<file path="config.mk">
export PLATFORM = sky130hd
export DESIGN_NAME = fetch_stage_flat
export DESIGN_NICKNAME = d
export VERILOG_FILES = /design/src/rtl/fetch_stage_if.sv /design/src/rtl/fetch_stage.sv /design/src/flat_wrapper.sv
export SDC_FILE = /design/constraint.sdc
export NUM_CORES = 1
export LEC_CHECK = 0
export BUFFER_PORTS_ARGS = -buffer_cell sky130_fd_sc_hd__buf_2
export CORE_ASPECT_RATIO = 0.7
export CORE_MARGIN = 2
export CORE_UTILIZATION = 35
export DETAILED_ROUTE_END_ITERATION = 8
export GPL_TIMING_DRIVEN = 0
export MAX_ROUTING_LAYER = met4
export PLACE_DENSITY = 0.65
export SYNTH_ARGS = -nofsm -noshare
export SYNTH_HDL_FRONTEND = slang
export SYNTH_SLANG_ARGS = --single-unit
</file>
<file path="constraint.sdc">
create_clock -name clk -period 4.8 [get_ports clk]
set_clock_uncertainty 0.15 [all_clocks]
set_input_delay 0.96 -clock clk [delete_from_list [all_inputs] [get_ports clk]]
set_output_delay 0.96 -clock clk [all_outputs]
set_load 0.05 [all_outputs]
</file>
<file path="src/rtl/fetch_stage_if.sv">
// Instruction-memory handshake between the fetch stage and the instruction memory.
interface fetch_stage_if;
  logic        imem_req;
  logic [31:0] imem_addr;
  logic [31:0] imem_rdata;
  logic        imem_ready;

  modport master (
    output imem_req,
    output imem_addr,
    input  imem_rdata,
    input  imem_ready
  );

  modport slave (
    input  imem_req,
    input  imem_addr,
    output imem_rdata,
    output imem_ready
  );
endinterface

</file>
<file path="src/rtl/fetch_stage.sv">
// Instruction fetch stage: owns the fetch PC, issues requests to instruction
// memory and loads the IF/ID register that feeds decode.
//
// state | meaning
// ------+---------------------------------------------------------------
// BOOT  | first cycle out of reset; no request, only a redirect is taken
// RUN   | fetching; held until the next reset
module fetch_stage #(
  parameter logic [31:0] RESET_PC = 32'h0000_0000,
  parameter logic [31:0] NOP_INST = 32'h0000_0013
) (
  input  logic        clk,
  input  logic        rst_n,
  fetch_stage_if.master imem,
  input  logic        stall,
  input  logic        jumpTake,
  input  logic [31:0] jumpTarget,
  output logic [31:0] instr_id,
  output logic [31:0] pc_id,
  output logic [6:0]  opcode,
  output logic [2:0]  func3,
  output logic [6:0]  func7,
  output logic [4:0]  rs1,
  output logic [4:0]  rs2,
  output logic [4:0]  rd,
  output logic        bubble,
  output logic [31:0] fetch_count
);

  typedef enum logic {
    BOOT = 1'b0,
    RUN  = 1'b1
  } state_t;

  state_t      state;
  logic [31:0] pc;
  logic        valid_id;
  logic [31:0] redirect_pc;

  // Instructions are word aligned, so a redirect drops the low two bits.
  assign redirect_pc = {jumpTarget[31:2], 2'b00};

  // Sequencer, PC and IF/ID register; redirect beats stall beats a returned word.
  always_ff @(posedge clk or negedge rst_n) begin
    if (!rst_n) begin
      state       <= BOOT;
      pc          <= RESET_PC;
      instr_id    <= NOP_INST;
      pc_id       <= RESET_PC;
      valid_id    <= 1'b0;
      fetch_count <= 32'h0000_0000;
    end else begin
      case (state)
        BOOT: begin
          state <= RUN;
          if (jumpTake) begin
            pc <= redirect_pc;
          end
        end
        RUN: begin
          if (jumpTake) begin
            // The word returned this cycle belongs to the wrong path.
            pc       <= redirect_pc;
            instr_id <= NOP_INST;
            valid_id <= 1'b0;
          end else if (stall) begin
            pc       <= pc;
          end else if (imem.imem_ready) begin
            instr_id    <= imem.imem_rdata;
            pc_id       <= pc;
            valid_id    <= 1'b1;
            pc          <= pc + 32'd4;
            fetch_count <= fetch_count + 32'd1;
          end else begin
            instr_id <= NOP_INST;
            valid_id <= 1'b0;
          end
        end
        default: state <= BOOT;
      endcase
    end
  end

  assign imem.imem_req  = (state == RUN);
  assign imem.imem_addr = pc;

  // Decode sees a no-op when IF/ID is empty or the pipe is being held.
  assign bubble = !valid_id | stall;

  assign opcode = instr_id[6:0];
  assign rd     = instr_id[11:7];
  assign func3  = instr_id[14:12];
  assign rs1    = instr_id[19:15];
  assign rs2    = instr_id[24:20];
  assign func7  = instr_id[31:25];

endmodule

</file>
<file path="src/flat_wrapper.sv">
// flat-port wrapper written by rule: the top's interface ports become plain ports
module fetch_stage_flat 
#(
  parameter logic [31:0] RESET_PC = 32'h0000_0000,
  parameter logic [31:0] NOP_INST = 32'h0000_0013
)
  (clk, rst_n, stall, jumpTake, jumpTarget, instr_id, pc_id, opcode, func3, func7, rs1, rs2, rd, bubble, fetch_count, imem_imem_req, imem_imem_addr, imem_imem_rdata, imem_imem_ready);
  fetch_stage_if imem_i ();
  input  logic clk;
  input  logic rst_n;
  input  logic stall;
  input  logic jumpTake;
  input  logic [31:0] jumpTarget;
  output logic [31:0] instr_id;
  output logic [31:0] pc_id;
  output logic [6:0] opcode;
  output logic [2:0] func3;
  output logic [6:0] func7;
  output logic [4:0] rs1;
  output logic [4:0] rs2;
  output logic [4:0] rd;
  output logic bubble;
  output logic [31:0] fetch_count;
  output wire logic [$bits(imem_i.imem_req)-1:0] imem_imem_req;
  output wire logic [$bits(imem_i.imem_addr)-1:0] imem_imem_addr;
  input wire logic [$bits(imem_i.imem_rdata)-1:0] imem_imem_rdata;
  input wire logic [$bits(imem_i.imem_ready)-1:0] imem_imem_ready;
  assign imem_imem_req = imem_i.imem_req;
  assign imem_imem_addr = imem_i.imem_addr;
  assign imem_i.imem_rdata = imem_imem_rdata;
  assign imem_i.imem_ready = imem_imem_ready;
  fetch_stage #(.RESET_PC(RESET_PC), .NOP_INST(NOP_INST)) u_core (.clk(clk), .rst_n(rst_n), .imem(imem_i), .stall(stall), .jumpTake(jumpTake), .jumpTarget(jumpTarget), .instr_id(instr_id), .pc_id(pc_id), .opcode(opcode), .func3(func3), .func7(func7), .rs1(rs1), .rs2(rs2), .rd(rd), .bubble(bubble), .fetch_count(fetch_count));
endmodule
</file>
==> impl_metrics.py <==
metrics = {
    "clock_tree": {
        "clock_latency_ns": 0.41,
        "post_cts_resized": 0,
        "cts_buffer_depth": 2,
        "clk_pin_slew_worst_paths_ns": 0.05,
        "clkSinkCount": 126,
        "root_buffer": "clkbuf_16",
        "cts-htree-levels": 4,
        "hold_buffers": 0,
        "cts_tree": "yes",
        "cts_buffers": 17,
        "postCtsSetupRepairBufs": 0,
    },
    "critical_path": {
        "start_kind": "input pin",
        "cp_top_family": "buffers and inverters",
        "cpPeakStageDelay_ns": 0.26,
        "crit_chain": "buf_2, inv_1, nand2_1, buf_2",
        "crit_buf_inv": 3,
        "worstReg2RegStart": "u_core.imem.imem_addr[3]",
        "criticalPathCategory": "in -> out",
        "reg2reg_depth": 6,
        "slowest_stage": "buf_2",
        "path_max_fanout": 6,
        "critPathArrivalTime_ns": 1.48,
        "r2r_end": "u_core.imem.imem_addr[28]",
        "required_ns": 3.69,
        "reg2reg_slack_ns": 2.69,
        "end_kind": "output port",
        "path_common_cell": "buf_2",
    },
    "run_status": {
        "outcome": "complete, no violations",
    },
    "synthesis": {
        "synth_warnings": 0,
        "synthArstFlopShare": 1.000,
        "ys_types": 54,
        "avgSynthCellArea_sq_um": 10.28,
        "ys_ff_latch": 126,
        "synth_edf_count": 0,
        "synth_cells": 571,
        "yosysSeqAreaShare": 0.5377,
        "syn_area_sq_mm": 0.005871,
        "ys.flop_type": "dfrtp_1",
    },
    "finish": {
        "fin_area_sq_mm": 0.007969,
        "fin_cells": 1056,
        "final_common_cell": "buf_2",
        "synthToLayoutAreaGrowth_pct": 35.74,
        "final_util": 0.4875,
        "final_cell_mix": "223 x buf_2, 135 x nand2_1, 123 x dfrtp_1",
        "drive_above_1_share": 0.3815,
        "diodes": 0,
        "nets": 889,
    },
    "grt": {
        "grt_usage": 0.1998,
        "grt_pass1_vias": 4749,
        "antenna_found_initial": 0,
        "overflow": 0,
        "grt_first_pass_wirelength_microns": 26740,
        "grt_max_degree": 74,
    },
    "sta": {
        "min_period_ns": 2.592,
        "fmax_mhz": 385.7,
        "slew_headroom": 0.5883,
        "rsz0062_at_grt": "no",
        "fin_ws_ns": 2.208,
        "tightest_slew_ns": 0.6175,
        "hold_violations": 0,
        "finalSetupViolCount": 0,
        "finalSetupTns_ns": 0,
        "post-route-period-util": 0.5401,
        "maxSlewViolCount": 0,
    },
    "route": {
        "detail-route-antenna-nets": 0,
        "drt_wl_total_microns": 16670,
        "wl_per_cell_microns": 15.78,
        "first_pass_iters": 5,
        "drc": 0,
        "vias": 4983,
        "drt_iter0_markers": 302,
        "vias_per_cell": 4.719,
    },
    "power": {
        "p_int_w": 0.002283,
        "p_comb_frac": 0.238,
        "p_leak_nw": 4.180,
        "cellPowerDensity_mw_per_mm2": 438.0,
        "ir_worst_vdd_mv": 0.2422,
        "seq_power_share": 0.365,
        "power_switching_share": 0.3461,
        "power.switching_w": 0.001208,
        "clkPwrFrac": 0.398,
    },
    "die": {
        "dieHeight_microns": 112.4,
        "top_level_ports": 231,
        "die-area_sq_mm": 0.01784,
        "initial_core_util": 0.3591,
        "die_w_microns": 158.8,
        "rows": 39,
        "core_sq_mm": 0.01635,
    },
    "min_path": {
        "min_to": "u_core.pc_id[6]",
        "hp-start": "u_core.pc_id[6]",
        "hold_depth": 2,
        "min_path_type": "reg -> reg",
    },
    "placed_design": {
        "place_congestion": 0.8520,
        "post-place-ws_ns": 2.006,
        "numPortBuffers": 224,
        "placed_area_sq_mm": 0.007318,
        "hpwl_microns": 12380,
        "placedCellCount": 1024,
    },
    "job": {
        "drv_cap": 0,
    },
}
-- cell type report --
class                   count  area (sq um)
clock buffers              20         466.7
well taps                 225         281.5
flip-flops and latches    126          3157
repair buffers            225          1155
inverters                   8         30.03
fillers                  1554          8378
plain buffers              63         409.1
multi-input cells         377          2286
clock inverters            12         183.9
-- cell usage after synthesis (2+ instances only) --
cell type / count / area [sq um]
o21ai_0: 16 / 80.08
o32a_1: 2 / 20.02
dfstp_2: 3 / 78.83
nand4_1: 19 / 118.9
nor2_1: 22 / 82.58
buf_4: 39 / 292.8
o22a_1: 5 / 43.79
nor3_4: 3 / 48.80
clkbuf_1: 20 / 75.07
a211oi_1: 5 / 37.54
o21ai_1: 6 / 30.03
a31oi_1: 2 / 12.51
a311oi_1: 3 / 26.28
dfrtp_1: 123 / 3078
a21oi_1: 6 / 30.03
nand4_4: 2 / 42.54
inv_1: 7 / 26.28
xor2_1: 15 / 131.4
nand2_1: 135 / 506.7
xnor2_1: 32 / 280.3
nand3_1: 19 / 95.09
buf_6: 2 / 22.52
and2_1: 5 / 31.28
a22o_1: 29 / 254.0
conb_1: 2 / 7.510
and4_1: 7 / 61.31
nor3_2: 3 / 30.03
and3_1: 7 / 43.79
ha_1: 2 / 25.02
nor3_1: 6 / 30.03
-- power groups by stage --
| stage | clock network (W) | logic [W] | registers (W) |
|---|---|---|---|
| after floorplan | 0 | 0.000232 | 0.00164 |
| after global placement | 0 | 0.000826 | 0.00129 |
| after detailed placement | 0 | 0.000835 | 0.00129 |
| after CTS | 0.00142 | 0.000837 | 0.00127 |
| after global routing | 0.00148 | 0.000876 | 0.00129 |
| final | 0.00139 | 0.000830 | 0.00127 |
-- metal layers --
layer | GRT usage | wire length (microns) | vias to the layer above
met1 | 0.2848 | 8060 | 2346
met4 | 0.05076 | 127 | 0
met2 | 0.2806 | 7233 | 200
li1 | - | - | 2428
met5 | - | 0 | -
met3 | 0.05506 | 1244 | 9
-- cell families (layout without fill, tap and decap cells) --
logic type	count (synthesis)	count (layout)	synth area share
AND/OR/NAND/NOR	240	240	0.2061
flip-flops	126	126	0.5377
AO/OA/AOI/OAI	81	81	0.1021
buffers and inverters	71	328	0.07481
XOR/XNOR	47	47	0.07012
adder cells (fa/ha/maj)	2	2	0.004262
other	2	5	0.001279
multiplexers	2	2	0.003623
-- through the flow --
| step | hold WS [ns] | power [W] |
|---|---|---|
| finish | 0.3194 | 0.003491 |
| global route | 0.3536 | 0.003652 |
| CTS | 0.3235 | 0.003532 |
| detailed placement | 0.3073 | 0.002123 |
| global placement | 0.3059 | 0.002112 |
| floorplan | 0.2973 | 0.001872 |
-- flip-flops by register name, indices dropped and copies added, names as in the netlist --
signal                 cells
u_core.valid_id            1
u_core.instr_id           32
u_core.pc_id              30
u_core.fetch_count        32
u_core.imem.imem_addr     30
u_core.imem.imem_req       1
-- how the worst max path moves through the flow --
stage / startpoint / endpoint / cells after the start / slack [ns]
after floorplan: stall / bubble / 2 / 2.37
after global placement: rst_n / u_core.pc_id[14] / 1 / 0.89
after detailed placement: stall / u_core.fetch_count[22] / 6 / 2.01
after CTS: stall / bubble / 4 / 2.20
after global routing: stall / bubble / 4 / 2.16
final: stall / bubble / 4 / 2.21
-- worst register-to-register path, cell delays in order (launching register included) --
cell	delay, ns
dfrtp_1	0.46
ha_1	0.26
nand4_1	0.25
nor3_4	0.31
and3_1	0.26
a211oi_1	0.08
a211oi_1	0.24
Note: power is estimated with default switching activity, not from simulation.
